File: config.mk
export PLATFORM = sky130hd
export DESIGN_NAME = maze_path_player
export DESIGN_NICKNAME = d
export VERILOG_FILES = /design/src/rtl/maze_path_player_pkg.sv /design/src/rtl/path_lifo_ram.sv /design/src/rtl/maze_path_player.sv
export SDC_FILE = /design/constraint.sdc
export NUM_CORES = 1
export LEC_CHECK = 0
export BUFFER_PORTS_ARGS = -buffer_cell sky130_fd_sc_hd__buf_2
export CORE_UTILIZATION = 60
export CTS_CLUSTER_SIZE = 8
export DETAILED_ROUTE_END_ITERATION = 10
export GPL_ROUTABILITY_DRIVEN = 0
export PLACE_DENSITY = 0.8
export SYNTH_ARGS = -nofsm -noshare
export SYNTH_HDL_FRONTEND = slang
export SYNTH_SLANG_ARGS = --single-unit
File: constraint.sdc
create_clock -name clk -period 9.4 [get_ports clk]
set_input_delay 0.94 -clock clk [delete_from_list [all_inputs] [get_ports clk]]
set_output_delay 0.94 -clock clk [all_outputs]
set_load 0.05 [all_outputs]
File: src/rtl/maze_path_player_pkg.sv
// Shared constants and types for the maze path player: move codes, path
// endpoints and the controller state encoding.
package maze_path_player_pkg;

  localparam logic [1:0] MV_RIGHT = 2'b00;
  localparam logic [1:0] MV_DOWN  = 2'b01;
  localparam logic [1:0] MV_LEFT  = 2'b10;
  localparam logic [1:0] MV_UP    = 2'b11;

  localparam logic [7:0] LOC_DEST  = 8'hFF;
  localparam logic [7:0] LOC_START = 8'h00;

  typedef enum logic [2:0] {
    S_IDLE,
    S_COLLECT,
    S_LOAD,
    S_PLAY,
    S_ERR
  } state_t;

  typedef struct packed {
    logic       ok;
    logic [1:0] mv;
  } step_t;

endpackage

File: src/rtl/path_lifo_ram.sv
// Path location store: synchronous write, asynchronous read, no reset on
// contents.
module path_lifo_ram #(
  parameter int DEPTH = 64,
  parameter int AW    = 6
) (
  input  logic          clk,
  input  logic          we,
  input  logic [AW-1:0] waddr,
  input  logic [7:0]    wdata,
  input  logic [AW-1:0] raddr,
  output logic [7:0]    rdata
);

  logic [7:0] mem [DEPTH];

  always_ff @(posedge clk) begin
    if (we) mem[waddr] <= wdata;
  end

  assign rdata = mem[raddr];

endmodule

File: src/rtl/maze_path_player.sv
// Captures the solver's unwound path (destination first) and replays it
// start-to-destination as a valid/ready stream of move codes.
module maze_path_player
  import maze_path_player_pkg::*;
#(
  parameter int DEPTH = 64,
  parameter int AW    = 6
) (
  input  logic        clk,
  input  logic        rst,
  input  logic        done_in,
  input  logic        pop_in,
  input  logic [7:0]  loc_in,
  input  logic        stk_empty,
  input  logic        out_ready,
  output logic        out_valid,
  output logic [1:0]  move,
  output logic [7:0]  out_loc,
  output logic        out_last,
  output logic [AW:0] path_len,
  output logic        busy,
  output logic        err
);

  localparam logic [AW:0]   FULL  = (AW+1)'(DEPTH);
  localparam logic [AW:0]   ONE   = 1;
  localparam logic [AW-1:0] ONE_A = 1;

  state_t        state, nxt;
  logic [AW:0]   ptr, rd_idx;
  logic [7:0]    prev, cur;
  logic [AW-1:0] raddr;
  logic          we, full;
  step_t         step;

  // Exactly one nibble may change by one; 4-bit values never wrap.
  function automatic step_t decode_step(input logic [7:0] p, input logic [7:0] c);
    step_t s;
    s.ok = 1'b1;
    s.mv = MV_RIGHT;
    if (p[7:4] == c[7:4] && {1'b0, c[3:0]} == {1'b0, p[3:0]} + 5'd1)      s.mv = MV_RIGHT;
    else if (p[3:0] == c[3:0] && {1'b0, c[7:4]} == {1'b0, p[7:4]} + 5'd1) s.mv = MV_DOWN;
    else if (p[7:4] == c[7:4] && {1'b0, p[3:0]} == {1'b0, c[3:0]} + 5'd1) s.mv = MV_LEFT;
    else if (p[3:0] == c[3:0] && {1'b0, p[7:4]} == {1'b0, c[7:4]} + 5'd1) s.mv = MV_UP;
    else s.ok = 1'b0;
    return s;
  endfunction

  assign full  = (ptr == FULL);
  assign we    = (state == S_COLLECT) && pop_in && !full;
  // LOAD fetches the start entry; PLAY looks one entry below prev.
  assign raddr = (state == S_LOAD) ? path_len[AW-1:0] - ONE_A : rd_idx[AW-1:0] - ONE_A;
  assign step  = decode_step(prev, cur);
  assign busy  = (state != S_IDLE);

  path_lifo_ram #(.DEPTH(DEPTH), .AW(AW)) u_ram (
    .clk   (clk),
    .we    (we),
    .waddr (ptr[AW-1:0]),
    .wdata (loc_in),
    .raddr (raddr),
    .rdata (cur)
  );

  always_ff @(posedge clk or negedge rst) begin
    if (!rst) state <= S_IDLE;
    else      state <= nxt;
  end

  always_comb begin
    nxt       = state;
    out_valid = 1'b0;
    move      = MV_RIGHT;
    out_loc   = '0;
    out_last  = 1'b0;
    case (state)
      S_IDLE, S_ERR: if (done_in) nxt = S_COLLECT;
      S_COLLECT: begin
        if (stk_empty && !pop_in)
          nxt = (err || path_len[AW:1] == '0) ? S_ERR : S_LOAD;
      end
      S_LOAD: nxt = S_PLAY;
      S_PLAY: begin
        if (!step.ok) nxt = S_ERR;
        else begin
          out_valid = 1'b1;
          move      = step.mv;
          out_loc   = cur;
          out_last  = (rd_idx == ONE);
          if (out_ready && rd_idx == ONE) nxt = S_IDLE;
        end
      end
      default: nxt = S_IDLE;
    endcase
  end

  always_ff @(posedge clk or negedge rst) begin
    if (!rst) begin
      ptr      <= '0;
      path_len <= '0;
      err      <= 1'b0;
      prev     <= '0;
      rd_idx   <= '0;
    end else begin
      case (state)
        S_IDLE, S_ERR: begin
          if (done_in) begin
            ptr      <= '0;
            path_len <= '0;
            err      <= 1'b0;
          end
        end
        S_COLLECT: begin
          if (pop_in) begin
            if (full) err <= 1'b1;
            else begin
              ptr      <= ptr + ONE;
              path_len <= ptr + ONE;
              if (ptr == '0 && loc_in != LOC_DEST) err <= 1'b1;
            end
          end else if (stk_empty && path_len[AW:1] == '0) begin
            err <= 1'b1;
          end
        end
        S_LOAD: begin
          prev   <= cur;
          rd_idx <= path_len - ONE;
        end
        S_PLAY: begin
          if (!step.ok) err <= 1'b1;
          else if (out_ready) begin
            prev   <= cur;
            rd_idx <= rd_idx - ONE;
          end
        end
        default: ;
      endcase
    end
  end

endmodule
# [After elaboration in Yosys (flattened, before gate mapping)]
# Memories as Yosys holds them, arrays and structs flattened.
# Index checks and enable logic that the tools add are counted.
[word_totals] regBits=26 latchBits=0 ramBits=512 rom_bits=0 in_bits=14 output_inout_bits=21 wordCells=105 mem_count=1
[mem_list] memory="u_ram.mem" depth=64 width=8 read_ports=1 rd_clocked_by_memory_dff=0 write_ports=1 line_no="path_lifo_ram.sv:15" source="logic [7:0] mem [DEPTH];"
[classes] n_addsub=9 multipliers=0 div_mod_pow=0 n_lt_le_gt_ge=0 n_eq_ne=23 n_shift=0 muxes=42 n_bitwise=0 n_reduce_logical=25
[op_table] cell="$mux 7" count=5
[op_table] cell="$mux 8" count=4
[op_table] cell="$pmux 7 s2" count=2
[op_table] cell="$add 4x1->5 const B" count=4
[op_table] cell="$eq 4x5->1" count=4
[op_table] cell="$mux 1" count=16
[op_table] cell="$pmux 8 s2" count=1
[op_table] cell="$mux 3" count=5
[op_table] cell="$sub 7x1->7 const B" count=2
[op_table] cell="$mux 2" count=6
[op_table] cell="$ne 2x2->1 const B" count=6
[op_table] cell="$pmux 3 s4" count=1
[op_table] cell="$sub 6x1->6 const B" count=2
[op_table] cell="$logic_and 1x1->1" count=10
[op_table] cell="$eq 4x4->1" count=2
[op_table] cell="$ne 8x8->1 const B" count=1
[op_table] cell="$add 7x1->7 const B" count=1
[op_table] cell="$eq 7x1->1 const B" count=1
[op_table] cell="$eq 7x7->1 const B" count=1
[op_table] cell="$logic_not 7->1" count=1
[op_table] cell="$eq 3x2->1 const B" count=2
[op_table] cell="$logic_not 6->1" count=1
[op_table] cell="$mux 6" count=1
[op_table] cell="$reduce_and 3->1" count=2
[op_table] cell="other kinds (15)" count=18

# [Logic depth before layout (Yosys ltp)]
# An unclocked memory read counts as a cell.
[logic_depth] ltp_word=12 ltp_mapped=33 mapped_depth_nobuf=20

# [Modules after synthesis]
# Synthesis repeated with hierarchy kept, for this count alone.
[hier_totals] cells_unflattened=1184 area_unflattened_um2=22273.9
[modules_own_cells] mod="path_lifo_ram" n_inst=1 cells_per_inst=932 area_per_inst_um2=20006.7 seq_area_each_um2=15374.7
[modules_own_cells] mod="maze_path_player" n_inst=1 cells_per_inst=252 area_per_inst_um2=2267.2 seq_area_each_um2=650.6

# [Worst setup path after synthesis]
# No wires, ideal clock.
[synth_timing] kind="flip-flop to output port" startpoint="register ptr[0] (netlist name)" endpoint="output port move[1]" arrival_time_ps=6432 t_required_ps=8460 slack_ps=2028 path_stages_with_launch=28 path_buffers=10 cell_sequence="dfrtp_1 -> nand4bb_1 -> buf_2 -> o21ai_4 -> inv_4 -> buf_6 -> buf_4 -> buf_6 -> clkbuf_1 -> ha_1 -> buf_2 -> inv_1 -> buf_4 -> buf_2 -> clkbuf_1 -> clkbuf_1 -> mux4_2 -> nand2_1 -> a32o_1 -> nor3_1 -> nor2_1 -> inv_1 -> ha_1 -> xor2_1 -> a221oi_1 -> nand2_1 -> o22a_1 -> nor3_1"
[synth_rtl] item="end, declared" line_no="maze_path_player.sv:17" source="output logic [1:0] move,"

# [Worst setup path after layout]
[layout_timing] startpoint="register state[1]" endpoint="output port out_loc[3]"
[layout_via] elab_chain_len=12 elab_cells_between_ends=22 classes_between="add/sub (2); eq/ne (8); mux (7); reduce/logical (4); memory (1)"
[layout_lines] item="start, declared" line_no="maze_path_player.sv:29" source="state_t state, nxt;"
[layout_lines] item="start signal, assigned" line_no="maze_path_player.sv:67" source="else state <= nxt;"
[layout_lines] item="$eq 3x2->1 (*)" line_no="maze_path_player.sv:52" source="assign raddr = (state == S_LOAD) ? path_len[AW-1:0] - ONE_A : rd_idx[AW-1:0] - ONE_A;"
[layout_lines] item="$mux 6 (*)" line_no="maze_path_player.sv:52"
[layout_lines] item="$mem_v2 64x8 (*)"
[layout_lines] item="via cur[5]" line_no="maze_path_player.sv:31" source="logic [7:0] prev, cur;"
[layout_lines] item="$add 4x1->5" line_no="maze_path_player.sv:44" source="else if (p[3:0] == c[3:0] && {1'b0, p[7:4]} == {1'b0, c[7:4]} + 5'd1) s.mv = MV_UP;"
[layout_lines] item="$eq 4x5->1" line_no="maze_path_player.sv:44"
[layout_lines] item="$logic_and 1x1->1" line_no="maze_path_player.sv:44"
[layout_lines] item="$mux 1" line_no="maze_path_player.sv:44"
[layout_lines] item="$mux 1" line_no="maze_path_player.sv:43" source="else if (p[7:4] == c[7:4] && {1'b0, p[3:0]} == {1'b0, c[3:0]} + 5'd1) s.mv = MV_LEFT;"
[layout_lines] item="$mux 1" line_no="maze_path_player.sv:42" source="else if (p[3:0] == c[3:0] && {1'b0, c[7:4]} == {1'b0, p[7:4]} + 5'd1) s.mv = MV_DOWN;"
[layout_lines] item="$mux 1 (*)" line_no="maze_path_player.sv:41" source="if (p[7:4] == c[7:4] && {1'b0, c[3:0]} == {1'b0, p[3:0]} + 5'd1) s.mv = MV_RIGHT;"
[layout_lines] item="$mux 8 (*)" line_no="maze_path_player.sv:84" source="if (!step.ok) nxt = S_ERR;"
[layout_lines] item="$mux 8 (*)" line_no="maze_path_player.sv:76" source="case (state)"
[layout_lines] item="end, declared" line_no="maze_path_player.sv:18" source="output logic [7:0] out_loc,"
# Mark *: on every way through the listed nets, which the timed path passes. The rest lies on a longest branch.

==> impl_metrics.tcl <==
set metrics [dict create \
    die_x_um 199 \
    synth_async_sr_flop_share_pct 4.83 \
    run_status "finished, final reports clean" \
    drv_slew 0 \
    worst_ep_arrival_time_ps 8020 \
    area_growth_from_synthesis_to_final_layout_pct 11.4 \
    worst_hold_slack_ps 343 \
    start_kind "register" \
    syn-mean-instance-area_um2 14.8 \
    part_of_the_total_power_dissipated_in_combinational_logic_pct 47.5 \
    fp.coreArea_um2 37900 \
    timing_worst_slew_pin_value_ps 1440 \
    final_cell_count_no_fill 2150 \
    met2WireLength_mm 28.8 \
    portion_of_netlist_area_occupied_by_mux_cells_pct 7.63 \
    critPathRequiredTime_ps 8460 \
    mostFrequentLayoutCell "sky130_fd_sc_hd__edfxtp_1" \
    drt-met1-wl_mm 22.9 \
    clock_skew_ps 37.2 \
    min_cycle_time_layout_ps 8960 \
    synth_edf_count 512 \
    path_class "reg -> out" \
    place_worst_setup_slack_ps 1220 \
    synth-adder-area-share_pct 0.538 \
    area_of_the_die_um2 39600 \
    final_cell_mix "sky130_fd_sc_hd__edfxtp_1, sky130_fd_sc_hd__nand2_1, sky130_fd_sc_hd__nor2_1, sky130_fd_sc_hd__clkbuf_16, sky130_fd_sc_hd__mux2i_1" \
    worstPathMaxFanout 60 \
    detailroute.wirelength.met3_mm 8.58 \
    fin_nets 1636 \
    fillerInstances 2420 \
    power.share.switching_pct 42.4 \
    cts_max_path_buffers 3 \
    synth_cell_type_count 102 \
    gr-usage-all-layers_pct 32.9 \
    post_cts.repair.setup_buffers 0 \
    setup_slack_ps 435 \
    power.sequential.fraction_pct 27.7 \
    worst_r2r_endpoint "prev[0]" \
    port_buffer_count 34 \
    hp-class "in -> async" \
    post_synth_xor_area_fraction_pct 1.53 \
    cts_tree "done" \
    post_synth_inst_count 1568 \
    route.antenna.remaining_nets 0 \
    hold_violations 0 \
    power.static_leakage_uw 0.00870 \
    dpl_cells 2044 \
    final.period_utilization_pct 95.4 \
    synth.ff_latch_count 538 \
    clockRootBuffer "sky130_fd_sc_hd__clkbuf_16" \
    postLayoutCoreUtil_pct 68.3 \
    synth.largest_area_cell "sky130_fd_sc_hd__edfxtp_1" \
    max_freq_mhz 112 \
    post_route_cells_drive_above_1_share_pct 15.0 \
    slew_headroom_pct 3.84 \
    die_y_um 199 \
    synth.yosys.seq_area_share_pct 68.9 \
    clkTransAtPathRegs_ps 50 \
    max_cap_violations 0 \
    antenna_cells_inserted 0 \
    synth_fp_nets 1592 \
    cts_num_sinks 538 \
    drt_wl_total_mm 63.9 \
    synth-compound-area-share_pct 8.81 \
    grt_first_pass_wirelength_mm 93.4 \
    rsz0062_at_grt "no" \
    rrSetupSlack_ps 1700 \
    num_rows 71 \
    first_global_vias 14800 \
    post-route-drc-count 0 \
    drt-initial-drc-count 2598 \
    ys_top_cells_by_area "sky130_fd_sc_hd__edfxtp_1, sky130_fd_sc_hd__mux4_2, sky130_fd_sc_hd__mux2i_1, sky130_fd_sc_hd__dfrtp_1, sky130_fd_sc_hd__nand2_1" \
    mappedNetlistArea_um2 23300 \
    post_cts.resized_instances 0 \
    combinational_family_with_the_most_area_after_synthesis "simple AND/OR/NAND/NOR gates" \
    internal-power_uw 5820 \
    top_level_ports 35 \
    end_kind "output port" \
    worstSkewPairLatency_ps 610 \
    largest_net_degree_at_the_start_of_global_routing 66 \
    reg2regPathDepth 21 \
    cts_hold_buffers 0 \
    powerDensity_nw_per_um2 389 \
    critical_path.reg2reg.startpoint "state[1]" \
    antenna_violations_before_repair 0 \
    synthSimpleGateAreaFrac_pct 9.87 \
    dp_hpwl_mm 37.8 \
    route.vias.total 15200 \
    first_pass_iters 6 \
    drt-vias-per-instance 7.06 \
    highest_layer "met4" \
    power.ir.vdd_worst_mv 0.338 \
    synth_top_area_share_pct 66.1 \
    yosys_most_used_dff "sky130_fd_sc_hd__edfxtp_1" \
    globalRoute.totalOverflow 0 \
    yosysWarningCount 0 \
    switchingPower_uw 4280 \
    final.setup.tns_ps 0 \
    routed_wire_length_per_instance_um 29.7 \
    start_util_pct 61.4 \
    cts_htree_levels 3 \
    cts_made_buffers 77 \
    setup-violations-final 0 \
    power.clock.fraction_pct 24.8 \
]
-- cells in the mapped netlist, types with 4 or more instances --
| library cell | number |
|---|---|
| sky130_fd_sc_hd__a221oi_1 | 5 |
| sky130_fd_sc_hd__buf_4 | 15 |
| sky130_fd_sc_hd__nand3_1 | 43 |
| sky130_fd_sc_hd__ha_1 | 10 |
| sky130_fd_sc_hd__o22ai_1 | 32 |
| sky130_fd_sc_hd__mux4_2 | 37 |
| sky130_fd_sc_hd__nand4_1 | 16 |
| sky130_fd_sc_hd__a31oi_1 | 21 |
| sky130_fd_sc_hd__nor2_1 | 118 |
| sky130_fd_sc_hd__o32a_1 | 4 |
| sky130_fd_sc_hd__buf_1 | 8 |
| sky130_fd_sc_hd__buf_6 | 14 |
| sky130_fd_sc_hd__o41ai_1 | 5 |
| sky130_fd_sc_hd__edfxtp_1 | 512 |
| sky130_fd_sc_hd__o221ai_1 | 19 |
| sky130_fd_sc_hd__a21oi_1 | 33 |
| sky130_fd_sc_hd__o32ai_1 | 8 |
| sky130_fd_sc_hd__and3_1 | 37 |
| sky130_fd_sc_hd__xor2_1 | 15 |
| sky130_fd_sc_hd__or3_1 | 7 |
| sky130_fd_sc_hd__o211ai_1 | 10 |
| sky130_fd_sc_hd__nand2_1 | 132 |
| sky130_fd_sc_hd__nand2b_1 | 6 |
| sky130_fd_sc_hd__a211oi_1 | 42 |
| sky130_fd_sc_hd__nor2b_1 | 16 |
| sky130_fd_sc_hd__a32oi_1 | 6 |
| sky130_fd_sc_hd__o21ai_0 | 19 |
| sky130_fd_sc_hd__buf_2 | 33 |
| sky130_fd_sc_hd__or2_2 | 4 |
| sky130_fd_sc_hd__dfrtp_1 | 26 |
| sky130_fd_sc_hd__o21ai_1 | 5 |
| sky130_fd_sc_hd__o22a_1 | 5 |
| sky130_fd_sc_hd__a32o_1 | 4 |
| sky130_fd_sc_hd__nor4_1 | 14 |
| sky130_fd_sc_hd__clkbuf_1 | 30 |
| sky130_fd_sc_hd__mux2_1 | 6 |
| sky130_fd_sc_hd__a2111oi_0 | 4 |
| sky130_fd_sc_hd__and2_1 | 7 |
| sky130_fd_sc_hd__inv_1 | 15 |
| sky130_fd_sc_hd__mux2_2 | 19 |
| sky130_fd_sc_hd__mux2i_1 | 66 |
| sky130_fd_sc_hd__xnor2_1 | 16 |
| sky130_fd_sc_hd__nor3_1 | 35 |
-- area by class of cell --
cell class	instances	area [um^2]	share of cell area, %
clock inverter	6	106	0.410
clock buffer	100	2060	7.93
timing repair buffer	65	415	1.60
inverter	17	66.3	0.256
tap	511	639	2.47
sequential	538	16000	61.8
multi-input combinational	913	6610	25.5
-- power by group through the flow --
stage | Combinational (uW) | Sequential (uW) | Clock (uW)
global placement | 4470 | 2830 | 0
global route | 4980 | 2800 | 2610
CTS | 4610 | 2790 | 2500
finish | 4800 | 2800 | 2500
floorplan | 3230 | 2820 | 0
detailed placement | 4560 | 2830 | 0
-- sequential cells by signal, summed over array words and instances (netlist names) --
name,count
err,1
rd_idx,7
prev,8
u_ram.mem,512
state,3
ptr,7
-- critical path, stage by stage (launching register included) --
cell and delay, ps:
sky130_fd_sc_hd__dfrtp_1 670, sky130_fd_sc_hd__or3b_4 640, sky130_fd_sc_hd__nor2_1 150, sky130_fd_sc_hd__a21oi_1 60, sky130_fd_sc_hd__ha_2 280, sky130_fd_sc_hd__nor2b_1 190
sky130_fd_sc_hd__o21ai_4 580, sky130_fd_sc_hd__nand2_2 500, sky130_fd_sc_hd__buf_12 360, sky130_fd_sc_hd__o32ai_1 340, sky130_fd_sc_hd__o22ai_1 120, sky130_fd_sc_hd__a2111oi_1 1160
sky130_fd_sc_hd__a31oi_4 130, sky130_fd_sc_hd__inv_1 150, sky130_fd_sc_hd__ha_1 260, sky130_fd_sc_hd__xnor2_1 230, sky130_fd_sc_hd__nand3_1 110, sky130_fd_sc_hd__nor3_1 210
sky130_fd_sc_hd__a211oi_1 120, sky130_fd_sc_hd__o22ai_1 390, sky130_fd_sc_hd__nand2_1 270, sky130_fd_sc_hd__nor2_1 160, sky130_fd_sc_hd__buf_2 280
-- metrics by stage --
stage	power, uW	area, um^2
after floorplan	6040	23300
after global placement	7300	23800
after detailed placement	7400	23800
after CTS	9900	25900
after global routing	10400	25900
final	10100	25900
-- routing by layer --
layer,up-vias,GRT usage (%)
met5,-,0
met4,0,17.5
met3,272,9.77
met2,1283,49.7
met1,7370,43.3
li1,6254,-
-- how the worst max path moves through the flow --
stage               depth (start not counted)  slack, ps    endpoint      from
floorplan                                  27       2030     move[1]    ptr[0]
global placement                           21       1460    out_last  state[1]
detailed placement                         21       1220    out_last  state[1]
CTS                                        21        500    out_last  state[1]
global route                               21        190  out_loc[3]  state[1]
finish                                     22        440  out_loc[3]  state[1]
-- logic make-up after synthesis --
logic type | count (synthesis)
buffers and inverters | 117
and+or+nand+nor | 466
muxes | 128
DFF | 538
AOI/OAI and AO/OA | 274
adders and majority gates | 10
xor gates and xnor gates | 35
(Power assumes the default switching activity.)
